**config.mk**
```make
export PLATFORM = sky130hd
export DESIGN_NAME = pipeline_hazard_ctrl_flat
export DESIGN_NICKNAME = d
export VERILOG_FILES = /design/src/rtl/pipeline_hazard_ctrl_pkg.sv /design/src/rtl/pipeline_hazard_ctrl_if.sv /design/src/rtl/pipeline_hazard_ctrl_fwd_unit.sv /design/src/rtl/pipeline_hazard_ctrl.sv /design/src/flat_wrapper.sv
export SDC_FILE = /design/constraint.sdc
export NUM_CORES = 1
export LEC_CHECK = 0
export ABC_AREA = 1
export ABC_CLOCK_PERIOD_IN_PS = 3190
export CAP_MARGIN = 10
export CORE_MARGIN = 2
export CORE_UTILIZATION = 40
export CTS_BUF_LIST = sky130_fd_sc_hd__clkbuf_8 sky130_fd_sc_hd__clkbuf_16
export DETAILED_ROUTE_END_ITERATION = 8
export PLACE_DENSITY = 0.67
export SKIP_LAST_GASP = 1
export SYNTH_ARGS = -nofsm -noshare
export SYNTH_HDL_FRONTEND = slang
export SYNTH_SLANG_ARGS = --single-unit
```
**constraint.sdc**
```tcl
create_clock -name clk -period 3.19 [get_ports clk]
set_clock_uncertainty 0.05 [all_clocks]
set_input_delay 0.319 -clock clk [delete_from_list [all_inputs] [get_ports clk]]
set_output_delay 0.319 -clock clk [all_outputs]
set_load 0.05 [all_outputs]
```
**src/rtl/pipeline_hazard_ctrl_pkg.sv**
```systemverilog
// Shared types and constants for the 5-stage pipeline hazard controller.
package pipeline_hazard_ctrl_pkg;

    typedef enum logic [1:0] {
        ST_RUN      = 2'd0,
        ST_FLUSH    = 2'd1,
        ST_MEM_WAIT = 2'd2
    } state_e;

    typedef logic [1:0] fwd_sel_t;

    localparam fwd_sel_t FWD_RF  = 2'b00;
    localparam fwd_sel_t FWD_WB  = 2'b01;
    localparam fwd_sel_t FWD_MEM = 2'b10;

    localparam logic [6:0] LOAD   = 7'b0000011;
    localparam logic [6:0] STORE  = 7'b0100011;
    localparam logic [6:0] BRANCH = 7'b1100011;

endpackage

```
**src/rtl/pipeline_hazard_ctrl_if.sv**
```systemverilog
// Pipeline <-> hazard controller signal bundle; master is the datapath, slave the controller.
interface pipeline_hazard_ctrl_if #(
    parameter int REG_AW = 5,
    parameter int CNT_W  = 32
);
    logic [REG_AW-1:0] id_rs1, id_rs2, id_ex_rd, ex_rs1, ex_rs2, ex_mem_rd, mem_wb_rd;
    logic              id_use_rs1, id_use_rs2, id_ex_is_load;
    logic              ex_mem_regwrite, ex_mem_is_branch, ex_mem_mem_req, mem_ready;
    logic              mem_wb_regwrite;
    logic              pc_we, if_id_we, id_ex_we, ex_mem_we, mem_wb_we;
    logic              if_id_flush, id_ex_flush, ex_mem_flush;
    logic [1:0]        fwd_a, fwd_b;
    logic              mem_err;
    logic [CNT_W-1:0]  stall_cycles, flush_count;

    modport master (
        output id_rs1, id_rs2, id_use_rs1, id_use_rs2, id_ex_rd, id_ex_is_load,
               ex_rs1, ex_rs2, ex_mem_rd, ex_mem_regwrite, ex_mem_is_branch,
               ex_mem_mem_req, mem_ready, mem_wb_rd, mem_wb_regwrite,
        input  pc_we, if_id_we, id_ex_we, ex_mem_we, mem_wb_we,
               if_id_flush, id_ex_flush, ex_mem_flush, fwd_a, fwd_b,
               mem_err, stall_cycles, flush_count
    );

    modport slave (
        input  id_rs1, id_rs2, id_use_rs1, id_use_rs2, id_ex_rd, id_ex_is_load,
               ex_rs1, ex_rs2, ex_mem_rd, ex_mem_regwrite, ex_mem_is_branch,
               ex_mem_mem_req, mem_ready, mem_wb_rd, mem_wb_regwrite,
        output pc_we, if_id_we, id_ex_we, ex_mem_we, mem_wb_we,
               if_id_flush, id_ex_flush, ex_mem_flush, fwd_a, fwd_b,
               mem_err, stall_cycles, flush_count
    );

endinterface

```
**src/rtl/pipeline_hazard_ctrl_fwd_unit.sv**
```systemverilog
// EX operand forwarding select for one operand; EX/MEM beats MEM/WB, x0 never forwarded.
module fwd_unit
    import pipeline_hazard_ctrl_pkg::*;
#(
    parameter int REG_AW = 5
) (
    input  logic [REG_AW-1:0] ex_rs,
    input  logic [REG_AW-1:0] ex_mem_rd,
    input  logic              ex_mem_regwrite,
    input  logic [REG_AW-1:0] mem_wb_rd,
    input  logic              mem_wb_regwrite,
    output fwd_sel_t          fwd_sel
);

    always_comb begin
        fwd_sel = FWD_RF;
        if (ex_mem_regwrite && (ex_mem_rd != '0) && (ex_mem_rd == ex_rs)) begin
            fwd_sel = FWD_MEM;
        end else if (mem_wb_regwrite && (mem_wb_rd != '0) && (mem_wb_rd == ex_rs)) begin
            fwd_sel = FWD_WB;
        end
    end

endmodule

```
**src/rtl/pipeline_hazard_ctrl.sv**
```systemverilog
// Hazard/stall/flush controller: stage enables, flushes, forwarding, MEM wait timeout, perf counters.
module pipeline_hazard_ctrl
    import pipeline_hazard_ctrl_pkg::*;
#(
    parameter int REG_AW      = 5,
    parameter int CNT_W       = 32,
    parameter int MEM_TIMEOUT = 16
) (
    input  logic                  clk,
    input  logic                  rst,
    pipeline_hazard_ctrl_if.slave bus
);

    localparam int WCNT_W = $clog2(MEM_TIMEOUT) + 1;

    state_e             state_q, state_d;
    logic [WCNT_W-1:0]  wcnt_q, wcnt_d;
    logic               mem_err_q, mem_err_d;
    logic [CNT_W-1:0]   stall_cycles_q, stall_cycles_d;
    logic [CNT_W-1:0]   flush_count_q, flush_count_d;

    logic mem_stall, load_use, timeout, hold_all, flush_all, lu_stall;

    assign mem_stall = bus.ex_mem_mem_req && !bus.mem_ready;
    assign load_use  = bus.id_ex_is_load && (bus.id_ex_rd != '0) &&
                       ((bus.id_use_rs1 && (bus.id_rs1 == bus.id_ex_rd)) ||
                        (bus.id_use_rs2 && (bus.id_rs2 == bus.id_ex_rd)));
    assign timeout   = (wcnt_q == WCNT_W'(MEM_TIMEOUT));

    // NOTE: state flops use non-blocking assignment so every flop samples pre-edge values.
    always_ff @(posedge clk or negedge rst) begin
        if (!rst) begin
            state_q        <= ST_RUN;
            wcnt_q         <= '0;
            mem_err_q      <= 1'b0;
            stall_cycles_q <= '0;
            flush_count_q  <= '0;
        end else begin
            state_q        <= state_d;
            wcnt_q         <= wcnt_d;
            mem_err_q      <= mem_err_d;
            stall_cycles_q <= stall_cycles_d;
            flush_count_q  <= flush_count_d;
        end
    end

    // NOTE: every comb output gets a default first so no path infers a latch.
    always_comb begin
        hold_all  = 1'b0;
        flush_all = 1'b0;
        lu_stall  = 1'b0;
        unique case (state_q)
            ST_RUN: begin
                if (mem_stall)                 hold_all  = 1'b1;
                else if (bus.ex_mem_is_branch) flush_all = 1'b1;
                else if (load_use)             lu_stall  = 1'b1;
            end
            // EX/MEM holds the bubble of the branch flush, so only load-use matters here.
            ST_FLUSH:    lu_stall = load_use;
            ST_MEM_WAIT: hold_all = !bus.mem_ready && !timeout;
            default: ;
        endcase
    end

    always_comb begin
        state_d        = state_q;
        wcnt_d         = wcnt_q;
        mem_err_d      = mem_err_q;
        stall_cycles_d = stall_cycles_q;
        flush_count_d  = flush_count_q;
        unique case (state_q)
            ST_RUN: begin
                if (mem_stall) begin
                    state_d = ST_MEM_WAIT;
                    wcnt_d  = WCNT_W'(1);
                end else if (bus.ex_mem_is_branch) begin
                    state_d       = ST_FLUSH;
                    flush_count_d = flush_count_q + 1'b1;
                end
            end
            ST_FLUSH: state_d = ST_RUN;
            ST_MEM_WAIT: begin
                if (bus.mem_ready) begin
                    state_d = ST_RUN;
                    wcnt_d  = '0;
                end else if (timeout) begin
                    state_d   = ST_RUN;
                    wcnt_d    = '0;
                    mem_err_d = 1'b1;
                end else begin
                    wcnt_d = wcnt_q + 1'b1;
                end
            end
            default: state_d = ST_RUN;
        endcase
        if (hold_all || lu_stall) stall_cycles_d = stall_cycles_q + 1'b1;
    end

    assign bus.pc_we        = !(hold_all || lu_stall);
    assign bus.if_id_we     = !(hold_all || lu_stall);
    assign bus.id_ex_we     = !hold_all;
    assign bus.ex_mem_we    = !hold_all;
    assign bus.mem_wb_we    = !hold_all;
    assign bus.if_id_flush  = flush_all;
    assign bus.id_ex_flush  = flush_all || lu_stall;
    assign bus.ex_mem_flush = flush_all;
    assign bus.mem_err      = mem_err_q;
    assign bus.stall_cycles = stall_cycles_q;
    assign bus.flush_count  = flush_count_q;

    fwd_unit #(.REG_AW(REG_AW)) u_fwd_a (
        .ex_rs           (bus.ex_rs1),
        .ex_mem_rd       (bus.ex_mem_rd),
        .ex_mem_regwrite (bus.ex_mem_regwrite),
        .mem_wb_rd       (bus.mem_wb_rd),
        .mem_wb_regwrite (bus.mem_wb_regwrite),
        .fwd_sel         (bus.fwd_a)
    );

    fwd_unit #(.REG_AW(REG_AW)) u_fwd_b (
        .ex_rs           (bus.ex_rs2),
        .ex_mem_rd       (bus.ex_mem_rd),
        .ex_mem_regwrite (bus.ex_mem_regwrite),
        .mem_wb_rd       (bus.mem_wb_rd),
        .mem_wb_regwrite (bus.mem_wb_regwrite),
        .fwd_sel         (bus.fwd_b)
    );

endmodule

```
**src/flat_wrapper.sv**
```systemverilog
// flat-port wrapper written by rule: the top's interface ports become plain ports
module pipeline_hazard_ctrl_flat import pipeline_hazard_ctrl_pkg::*;
#(
    parameter int REG_AW      = 5,
    parameter int CNT_W       = 32,
    parameter int MEM_TIMEOUT = 16
)
  (clk, rst, bus_id_rs1, bus_id_rs2, bus_id_use_rs1, bus_id_use_rs2, bus_id_ex_rd, bus_id_ex_is_load, bus_ex_rs1, bus_ex_rs2, bus_ex_mem_rd, bus_ex_mem_regwrite, bus_ex_mem_is_branch, bus_ex_mem_mem_req, bus_mem_ready, bus_mem_wb_rd, bus_mem_wb_regwrite, bus_pc_we, bus_if_id_we, bus_id_ex_we, bus_ex_mem_we, bus_mem_wb_we, bus_if_id_flush, bus_id_ex_flush, bus_ex_mem_flush, bus_fwd_a, bus_fwd_b, bus_mem_err, bus_stall_cycles, bus_flush_count);
  pipeline_hazard_ctrl_if #(.REG_AW(REG_AW), .CNT_W(CNT_W)) bus_i ();
  input  logic clk;
  input  logic rst;
  input wire logic [$bits(bus_i.id_rs1)-1:0] bus_id_rs1;
  input wire logic [$bits(bus_i.id_rs2)-1:0] bus_id_rs2;
  input wire logic [$bits(bus_i.id_use_rs1)-1:0] bus_id_use_rs1;
  input wire logic [$bits(bus_i.id_use_rs2)-1:0] bus_id_use_rs2;
  input wire logic [$bits(bus_i.id_ex_rd)-1:0] bus_id_ex_rd;
  input wire logic [$bits(bus_i.id_ex_is_load)-1:0] bus_id_ex_is_load;
  input wire logic [$bits(bus_i.ex_rs1)-1:0] bus_ex_rs1;
  input wire logic [$bits(bus_i.ex_rs2)-1:0] bus_ex_rs2;
  input wire logic [$bits(bus_i.ex_mem_rd)-1:0] bus_ex_mem_rd;
  input wire logic [$bits(bus_i.ex_mem_regwrite)-1:0] bus_ex_mem_regwrite;
  input wire logic [$bits(bus_i.ex_mem_is_branch)-1:0] bus_ex_mem_is_branch;
  input wire logic [$bits(bus_i.ex_mem_mem_req)-1:0] bus_ex_mem_mem_req;
  input wire logic [$bits(bus_i.mem_ready)-1:0] bus_mem_ready;
  input wire logic [$bits(bus_i.mem_wb_rd)-1:0] bus_mem_wb_rd;
  input wire logic [$bits(bus_i.mem_wb_regwrite)-1:0] bus_mem_wb_regwrite;
  output wire logic [$bits(bus_i.pc_we)-1:0] bus_pc_we;
  output wire logic [$bits(bus_i.if_id_we)-1:0] bus_if_id_we;
  output wire logic [$bits(bus_i.id_ex_we)-1:0] bus_id_ex_we;
  output wire logic [$bits(bus_i.ex_mem_we)-1:0] bus_ex_mem_we;
  output wire logic [$bits(bus_i.mem_wb_we)-1:0] bus_mem_wb_we;
  output wire logic [$bits(bus_i.if_id_flush)-1:0] bus_if_id_flush;
  output wire logic [$bits(bus_i.id_ex_flush)-1:0] bus_id_ex_flush;
  output wire logic [$bits(bus_i.ex_mem_flush)-1:0] bus_ex_mem_flush;
  output wire logic [$bits(bus_i.fwd_a)-1:0] bus_fwd_a;
  output wire logic [$bits(bus_i.fwd_b)-1:0] bus_fwd_b;
  output wire logic [$bits(bus_i.mem_err)-1:0] bus_mem_err;
  output wire logic [$bits(bus_i.stall_cycles)-1:0] bus_stall_cycles;
  output wire logic [$bits(bus_i.flush_count)-1:0] bus_flush_count;
  assign bus_i.id_rs1 = bus_id_rs1;
  assign bus_i.id_rs2 = bus_id_rs2;
  assign bus_i.id_use_rs1 = bus_id_use_rs1;
  assign bus_i.id_use_rs2 = bus_id_use_rs2;
  assign bus_i.id_ex_rd = bus_id_ex_rd;
  assign bus_i.id_ex_is_load = bus_id_ex_is_load;
  assign bus_i.ex_rs1 = bus_ex_rs1;
  assign bus_i.ex_rs2 = bus_ex_rs2;
  assign bus_i.ex_mem_rd = bus_ex_mem_rd;
  assign bus_i.ex_mem_regwrite = bus_ex_mem_regwrite;
  assign bus_i.ex_mem_is_branch = bus_ex_mem_is_branch;
  assign bus_i.ex_mem_mem_req = bus_ex_mem_mem_req;
  assign bus_i.mem_ready = bus_mem_ready;
  assign bus_i.mem_wb_rd = bus_mem_wb_rd;
  assign bus_i.mem_wb_regwrite = bus_mem_wb_regwrite;
  assign bus_pc_we = bus_i.pc_we;
  assign bus_if_id_we = bus_i.if_id_we;
  assign bus_id_ex_we = bus_i.id_ex_we;
  assign bus_ex_mem_we = bus_i.ex_mem_we;
  assign bus_mem_wb_we = bus_i.mem_wb_we;
  assign bus_if_id_flush = bus_i.if_id_flush;
  assign bus_id_ex_flush = bus_i.id_ex_flush;
  assign bus_ex_mem_flush = bus_i.ex_mem_flush;
  assign bus_fwd_a = bus_i.fwd_a;
  assign bus_fwd_b = bus_i.fwd_b;
  assign bus_mem_err = bus_i.mem_err;
  assign bus_stall_cycles = bus_i.stall_cycles;
  assign bus_flush_count = bus_i.flush_count;
  pipeline_hazard_ctrl #(.REG_AW(REG_AW), .CNT_W(CNT_W), .MEM_TIMEOUT(MEM_TIMEOUT)) u_core (.clk(clk), .rst(rst), .bus(bus_i));
endmodule
```
==> impl_metrics.toml, run 1 <==
[run_status]
status = "completed"

[grt]
groute.layer.met2.usage_pct = 35.78
busiest_layer = "met2"
grt_pass1_vias = 4815
antenna_found_initial = 0
globalRouteMet3Util_pct = 4.048
grt_max_degree = 73
track_usage_pct = 21.83
overflow = 0
grt_pass1_wl_um = 23250
use_met1_pct = 28.68

[layout]
final_cell_mix = "nand2_1, nor2_1, clkdlybuf4s50_1, dfrtp_1, inv_1"
fin_util_pct = 54.24
layout.nets = 943
multiInputGateArea_sq_mm = 0.002950
antenna_cells = 0
nFillCells = 1271
layout_commonest_cell = "nand2_1"
drive_above_1_share_pct = 6.229
seq_area_sq_mm = 0.001802
area_growth_pct = 33.94

[clock_network]
post-cts-setup-buffers = 0
cts_buffers = 9
clock-sinks = 72
clkLatencyLatePin_ns = 0.34
cts_root_buffer = "clkbuf_16"
max-clock-path-buffers = 2
htree_levels = 3
cts_tree = "built"
ctsResizeCount = 0
clk_pin_slew_worst_paths_ns = 0.06
hold_buffers = 0

[synth]
synth-seq-cells = 72
syn_nets = 819
ys_async_sr_fraction_pct = 100.0
synth_cell_types = 29
synthCells = 770
synth_edf_count = 0
synth_ff_type = "dfrtp_1"
avgSynthCellArea_sq_um = 6.583
synthesis.area_sq_mm = 0.005069
ys_warn_count = 0
ys_seq_area_share_pct = 35.55

[die]
die_w_um = 116.6
die_y_um = 116.6
dieArea_sq_mm = 0.01359
rows = 41
coreArea_sq_mm = 0.01252
initial_core_util_pct = 40.49
ios = 122

[worst_setup_path]
worstPathRequired_ns = 2.82
path_cells = "clkdlybuf4s50_1, nor2_1, nand2_1, o21ai_0, nor3_1, nor2_1, clkdlybuf4s50_1"
cp-start-kind = "input pin"
r2r_slack_ns = 1.22
cp_slowest_cell = "clkdlybuf4s50_1"
arrival_ns = 2.25
critPathMaxStageDelay_ns = 0.81
critPathKind = "input pin to output pin"
critPathMaxFanout = 3
critPathCaptureType = "output pin"

[route]
wl_per_cell_um = 13.03
ant_nets = 0
drc = 0
drt_iter0_markers = 273
vias = 5081
viasPerCell = 4.744
wirelength_um = 13950
first_pass_iters = 7

[worst_hold_path]
hold_path_class = "input pin to async pin"

[sta]
fin_ws_ns = 0.5661
worst_pin_slew_ns = 0.9275
finalCriticalPeriod_ns = 2.624
hold_ws_ns = 0.06260
timing.final.hold_violations = 0
slew_headroom_pct = 38.17
fin_crit_sh_pct = 82.25
rsz0062_at_grt = "no"
max_freq_mhz = 381.1
setup_violations = 0
final-max-slew-violation-count = 0
fin_tns_setup_ns = 0

[placed_design]
io_buffers = 121
gp_congestion = 0.9256
dp_hpwl_um = 10680
place_ws_ns = 0.5673

[power_and_ir_drop]
total_power_uw = 3264
switching_share_pct = 35.89
p_clk_share_pct = 35.6
internal_power_uw = 2092
seqPwrFrac_pct = 35.0
combinationalPowerShare_pct = 29.4
net-switching-power_uw = 1171
power.density_mw_per_mm2 = 480.7
p_leak_uw = 0.003064
ir_drop_v = 0.0003576

[job]
cap_violations = 0
[cell usage after synthesis (2+ instances only)]
cell | number | area share, %
nor2_2 | 8 | 0.99
nor2_4 | 3 | 0.67
buf_2 | 7 | 0.69
nor3_1 | 6 | 0.59
xnor2_1 | 22 | 3.8
nand3b_1 | 20 | 3.0
a21oi_1 | 3 | 0.30
o21ai_0 | 9 | 0.89
dfrtp_1 | 72 | 36
nand2_1 | 330 | 24
inv_2 | 3 | 0.22
ha_1 | 4 | 0.99
inv_1 | 54 | 4.0
buf_4 | 4 | 0.59
buf_6 | 3 | 0.67
nand3_2 | 2 | 0.39
nand2_2 | 7 | 0.86
nor2_1 | 115 | 8.5
nand3_1 | 51 | 5.0
xor2_1 | 29 | 5.0
nand4_1 | 10 | 1.2
[kinds of logic (layout without fill, tap and decap cells)]
group | Yosys count | count (layout) | synth area share [%]
XOR/XNOR | 51 | 51 | 8.812
buffers and inverters | 72 | 201 | 6.245
adder cells (fa/ha/maj) | 4 | 4 | 0.9874
AND/OR/NAND/NOR | 556 | 556 | 46.83
AO/OA/AOI/OAI | 15 | 15 | 1.580
flip-flops | 72 | 72 | 35.55
[flip-flops by register name (all words and copies together) (netlist names)]
| name | cells |
|---|---|
| u_core.state_q | 2 |
| u_core.bus.stall_cycles | 32 |
| u_core.bus.flush_count | 32 |
| u_core.wcnt_q | 5 |
| u_core.bus.mem_err | 1 |
[power groups by stage]
stage / clock, uW / sequential, uW / combinational (uW)
3_3_place_gp: 0 / 1160 / 954
2_1_floorplan: 0 / 1380 / 380
5_1_grt: 1230 / 1160 / 1050
4_1_cts: 1180 / 1140 / 967
6_report: 1160 / 1140 / 960
3_5_place_dp: 0 / 1150 / 962
[per-stage QoR]
stage / cell area, sq um / cells
2_1_floorplan: 5069 / 770
3_3_place_gp: 6452 / 1055
3_5_place_dp: 6452 / 1055
4_1_cts: 6789 / 1071
5_1_grt: 6789 / 1071
6_report: 6789 / 1071
[area by class of cell]
type / count / share of cell area [%]
repair buffers: 128 / 18.72
well taps: 172 / 3.170
multi-input cells: 626 / 43.46
clock buffers: 9 / 3.317
inverters: 57 / 3.151
clock inverters: 7 / 1.640
flip-flops and latches: 72 / 26.54
[critical path, delay by kind of cell]
family / cells / cell delay (ns)
buf+inv: 2 / 1.27
simple gates: 4 / 0.45
compound gates: 1 / 0.21
[metal layers]
metal	routed length [um]	part of all wire (%)
met5	0	0
met4	384	2.8
met3	615	4.4
met2	6524	47
met1	6426	46
[path summary, 6_finish.rpt]
check | startpoint | to | cells past startpoint
max in group asynchronous | rst | u_core.bus.flush_count[22] | 1
min in group clk | u_core.bus.mem_err | u_core.bus.mem_err | 2
max | bus_ex_mem_rd[1] | bus_fwd_a[0] | 7
max reg2reg | u_core.wcnt_q[0] | u_core.bus.stall_cycles[11] | 10
min reg2reg | u_core.bus.mem_err | u_core.bus.mem_err | 2
min | rst | u_core.bus.stall_cycles[19] | 1
Note: power is estimated with default switching activity, not from simulation.
==> run 2: changes to the inputs <==
ABC_CLOCK_PERIOD_IN_PS = 2350   (was 3190)
PLACE_DENSITY = 0.69   (was 0.67)
clock period = 2.35 ns   (was 3.19 ns; I/O delays follow)
==> run 2 against run 1 <==
Core utilization rose by 1.1 points. Final area rose by 2.0%. Register-to-register slack lost 0.77 ns. Hold slack improved by 0.35 ns. Power rose by 33%. Cell count up 0.37%. Global-route usage is 0.14 points lower. Die area unchanged. Clock power up 22%. Worst setup slack got worse by 0.44 ns. Critical path type is now flip-flop to output pin. Critical endpoint is now bus_if_id_we.
==> impl_metrics.toml, run 2 (synthesized netlist as in run 1, its figures left out) <==
[grt]
track_usage_pct = 21.69
grt_pass1_vias = 4891
overflow = 0
antenna_found_initial = 0
grt_max_degree = 46
grt_pass1_wl_um = 23110

[worst_hold_path]
hold_path_class = "flip-flop to flip-flop"
min_path_cells = 2
hold_start = "u_core.bus.mem_err"
hold_end = "u_core.bus.mem_err"

[placed_design]
place_ws_ns = 0.3630
gp_congestion = 0.9775
place_area_sq_mm = 0.006605
io_buffers = 121
dp_hpwl_um = 10810

[power_and_ir_drop]
p_leak_uw = 0.003133
internal_power_uw = 2755
net-switching-power_uw = 1580
switching_share_pct = 36.44
power.density_mw_per_mm2 = 625.9
combinationalPowerShare_pct = 31.5
ir_drop_v = 0.0004867
p_clk_share_pct = 32.6
seqPwrFrac_pct = 35.9

[worst_setup_path]
arrival_ns = 1.94
critPathKind = "flip-flop to output pin"
r2r-start = "u_core.bus.stall_cycles[0]"
cp-start-kind = "flip-flop"
critPathCaptureType = "output pin"
r2r_cells = 10
reg2reg_to = "u_core.bus.stall_cycles[24]"
r2r_slack_ns = 0.45
worstPathRequired_ns = 2.07
critPathMaxFanout = 4

[sta]
fin_tns_setup_ns = 0
fin_ws_ns = 0.1271
slew_headroom_pct = 59.11
hold_ws_ns = 0.4146
timing.final.hold_violations = 0
setup_violations = 0
max_freq_mhz = 449.9
finalCriticalPeriod_ns = 2.223
worst_pin_slew_ns = 0.6133
fin_crit_sh_pct = 94.59
final-max-slew-violation-count = 0
rsz0062_at_grt = "yes"

[layout]
fin_util_pct = 55.33
final_cell_mix = "nand2_1, nor2_1, clkdlybuf4s50_1, dfrtp_1, inv_1"
fin_area_sq_mm = 0.006925
layout.nets = 948
drive_above_1_share_pct = 7.309
nFillCells = 1223
area_growth_pct = 36.63
antenna_cells = 0
layout_commonest_cell = "nand2_1"

[route]
wl_per_cell_um = 12.97
vias = 5199
drt_iter0_markers = 299
first_pass_iters = 4
ant_nets = 0
drc = 0
viasPerCell = 4.836
wirelength_um = 13940

[clock_network]
cts_buffers = 9
post-cts-setup-buffers = 0
clk_pin_slew_worst_paths_ns = 0.05
clkLatencyLatePin_ns = 0.34
cts_tree = "built"
cts_root_buffer = "clkbuf_16"
max-clock-path-buffers = 2
htree_levels = 3
clock-sinks = 72

[die]
coreArea_sq_mm = 0.01252
die_y_um = 116.6
initial_core_util_pct = 40.49
rows = 41
ios = 122
die_w_um = 116.6
dieArea_sq_mm = 0.01359

[run_status]
status = "completed"

[job]
cap_violations = 0
-- run 2: changes by cell type in the layout (fill, tap and decap cells not counted), sizes merged --
| cell | before | now |
|---|---|---|
| buf | 14 | 24 |
| bufinv | 3 | 1 |
| clkbuf | 9 | 12 |
| clkdlybuf4s50 | 114 | 108 |
| clkinvlp | 1 | 0 |
| dlygate4sd3 | 0 | 1 |
| inv | 58 | 57 |
-- run 2: worst max-delay path, stage by stage (launching register included) --
cell and delay [ns]:
dfrtp_1 0.42, inv_1 0.10, ha_1 0.16, nand4_1 0.18, nand2_2 0.16, nand2_2 0.07, inv_2 0.12, nand2_4 0.08
inv_1 0.16, buf_12 0.16
-- run 2: per-stage QoR --
step                power [uW]  instances
finish                    4335       1075
floorplan                 2389        770
global route              4545       1075
CTS                       4372       1075
global placement          2922       1059
detailed placement        2933       1059
-- run 2: cell type report --
| type | count | area [sq um] | share of cell area (%) |
|---|---|---|---|
| Clock inverter | 3 | 40.04 | 0.5781 |
| Sequential cell | 72 | 1802 | 26.02 |
| Multi-Input combinational cell | 626 | 2950 | 42.60 |
| Tap cell | 172 | 215.2 | 3.107 |
| Inverter | 57 | 214.0 | 3.089 |
| Clock buffer | 12 | 266.5 | 3.848 |
| Timing Repair Buffer | 133 | 1438 | 20.76 |
-- run 2: worst max-delay path by stage --
stage	from	end	slack (ns)	depth (start not counted)
final	u_core.wcnt_q[0]	bus_if_id_we	0.13	9
after global routing	u_core.wcnt_q[0]	bus_pc_we	-0.006	9
after CTS	u_core.wcnt_q[0]	bus_mem_wb_we	0.11	8
after detailed placement	bus_mem_ready	bus_if_id_we	0.36	9
after global placement	bus_mem_ready	bus_if_id_we	0.40	9
after floorplan	bus_ex_mem_rd[0]	bus_fwd_a[0]	-0.07	4
-- run 2: power by group through the flow --
stage | Combinational (uW) | Sequential [uW] | Clock, uW
floorplan | 516 | 1870 | 0
global placement | 1360 | 1570 | 0
detailed placement | 1370 | 1570 | 0
CTS | 1370 | 1550 | 1450
global route | 1470 | 1580 | 1500
finish | 1370 | 1550 | 1410
-- run 2: what timing repair did --
| action | in CTS | in global routing |
|---|---|---|
| resized for setup | 0 | 1 |
| hold buffers | 1 | 0 |
| setup endpoints to repair | 0 | 3 |
| endpoints found under the hold margin | 44 | 0 |
-- run 2: metal layers --
metal  vias up  global-route usage (%)  share of wire [%]  routed length (um)
met4         0                   6.980                1.9                 266
met2       148                   37.33                 48                6726
met3        20                   4.826                5.1                 715
met1      2377                   27.12                 45                6230
li1       2654                       -                  -                   -
met5         -                       0                  0                   0
==> run 3: changes to the inputs <==
CORE_UTILIZATION = 46   (was 40)
PLACE_DENSITY = 0.78   (was 0.69)
==> run 3 against run 2 <==
Hold slack lost 0.033 ns. Clock-buffer cell count down 3. Maximum frequency grew 1.1%. Global-route usage increased by 2.7 points. Worst setup slack improved by 0.024 ns. Core utilization is 7.5 points higher. Combinational power is essentially flat. Sequential share of layout area grew 0.54 points. Wire length shrank 4.0%. Critical endpoint unchanged. Largest cell class unchanged. Largest power group unchanged. Highest routed layer unchanged.
==> impl_metrics.toml, run 3 (synthesized netlist as in run 1, its figures left out) <==
[grt]
overflow = 0
grt_max_degree = 73
antenna_found_initial = 0
grt_pass1_vias = 5090
grt_pass1_wl_um = 23050
track_usage_pct = 24.37

[sta]
slew_headroom_pct = 62.36
max_freq_mhz = 454.8
timing.final.hold_violations = 0
rsz0062_at_grt = "no"
worst_pin_slew_ns = 0.5629
finalCriticalPeriod_ns = 2.199
fin_crit_sh_pct = 93.55
setup_violations = 0
final-max-slew-violation-count = 0

[clock_network]
cts_buffers = 9
cts_tree = "built"
post-cts-setup-buffers = 0
cts_root_buffer = "clkbuf_8"
htree_levels = 3
ctsResizeCount = 0
max-clock-path-buffers = 2
clkLatencyLatePin_ns = 0.35
clock-sinks = 72
clk_pin_slew_worst_paths_ns = 0.08

[placed_design]
gp_congestion = 0.9892
dp_hpwl_um = 10370
place_inst = 1027
io_buffers = 121

[layout]
fin_cells = 1043
fin_util_pct = 62.87
final_cell_mix = "nand2_1, nor2_1, clkdlybuf4s50_1, dfrtp_1, inv_1"
drive_above_1_share_pct = 7.198
layout.nets = 948
antenna_cells = 0
area_growth_pct = 33.87
layout_commonest_cell = "nand2_1"

[die]
dieArea_sq_mm = 0.01187
rows = 38
ios = 122
initial_core_util_pct = 46.96
die_y_um = 109.0
coreArea_sq_mm = 0.01079
die_w_um = 109.0

[power_and_ir_drop]
p_clk_share_pct = 26.7
ir_drop_v = 0.0006552
switching_share_pct = 38.49
power.density_mw_per_mm2 = 584.9
seqPwrFrac_pct = 39.0
combinationalPowerShare_pct = 34.3
p_leak_uw = 0.003088
net-switching-power_uw = 1528
total_power_uw = 3969
internal_power_uw = 2441

[worst_setup_path]
cp_slowest_cell = "dfrtp_1"
worstPathRequired_ns = 2.07
critPathKind = "flip-flop to output pin"
path_cells = "inv_1, ha_1, nand4_1, nand2_2, nand2_2, inv_2, nand2_4, inv_1, buf_12"
critPathCaptureType = "output pin"
cp-start-kind = "flip-flop"
critPathMaxFanout = 5
critPathMaxStageDelay_ns = 0.41
arrival_ns = 1.91

[route]
wirelength_um = 13380
drc = 0
drt_iter0_markers = 232
first_pass_iters = 5
wl_per_cell_um = 12.83
vias = 5188
ant_nets = 0
viasPerCell = 4.974

[run_status]
status = "completed"

[worst_hold_path]
hold_path_class = "input pin to async pin"

[job]
cap_violations = 0
-- run 3: cell count changes in the layout (fill, tap and decap cells not counted), sizes merged --
cell	before	now
inv	57	58
bufinv	1	2
clkinv	2	3
clkbuf	12	9
-- run 3: what timing repair did --
action	in CTS	in global routing
hold endpoints to repair	72	0
hold buffers	1	0
setup endpoints to repair	0	0
-- run 3: power groups by stage --
stage | sequential, uW | clock [uW] | combinational (uW)
floorplan | 1870 | 0 | 516
global placement | 1560 | 0 | 1350
detailed placement | 1560 | 0 | 1360
global route | 1570 | 1140 | 1460
finish | 1550 | 1060 | 1360
CTS | 1540 | 1100 | 1370
-- run 3: path summary, 6_finish.rpt --
kind / start / end / slack (ns) / cells after the start
worst max-delay path: u_core.wcnt_q[0] / bus_if_id_we / 0.15 / 9
worst min-delay path: rst / u_core.bus.stall_cycles[8] / 0.38 / 3
worst max register to register: u_core.bus.stall_cycles[0] / u_core.bus.stall_cycles[28] / 0.46 / 10
worst min register to register: u_core.bus.mem_err / u_core.bus.mem_err / 0.43 / 2
max in group asynchronous: rst / u_core.bus.flush_count[14] / 1.55 / 3
min in group clk: u_core.bus.mem_err / u_core.bus.mem_err / 0.43 / 2
-- run 3: area by class of cell --
| type | instances | area, sq um |
|---|---|---|
| fillers | 961 | 4008 |
| multi-input cells | 626 | 2950 |
| flip-flops and latches | 72 | 1802 |
| repair buffers | 133 | 1434 |
| inverters | 57 | 214.0 |
| well taps | 140 | 175.2 |
| clock buffers | 9 | 123.9 |
| clock inverters | 6 | 86.33 |
-- run 3: routing by layer --
metal | share of wire, % | GRT usage (%) | vias to the layer above | wire length, um
met2 | 48 | 42.10 | 136 | 6465
met3 | 4.4 | 4.603 | 30 | 589
met4 | 2.6 | 8.883 | 0 | 344
met5 | 0 | 0 | - | 0
met1 | 45 | 30.21 | 2368 | 5981
li1 | - | - | 2654 | -
-- run 3: stage by stage --
| step | TNS [ns] | worst slack [ns] | hold slack [ns] | area, sq um |
|---|---|---|---|---|
| after floorplan | -0.1394 | -0.06970 | -0.1106 | 5069 |
| after global placement | 0 | 0.3064 | 0.2284 | 6565 |
| after detailed placement | 0 | 0.2583 | 0.2287 | 6565 |
| after CTS | 0 | 0.1267 | 0.3936 | 6785 |
| after global routing | 0 | 0.01181 | 0.4245 | 6785 |
| final | 0 | 0.1515 | 0.3814 | 6785 |
-- run 3: critical path, delay by kind of cell (launching register included) --
family	cells	cell delay, ns
flops	1	0.41
buf+inv	4	0.57
simple gates	4	0.46
fa+ha+maj	1	0.14
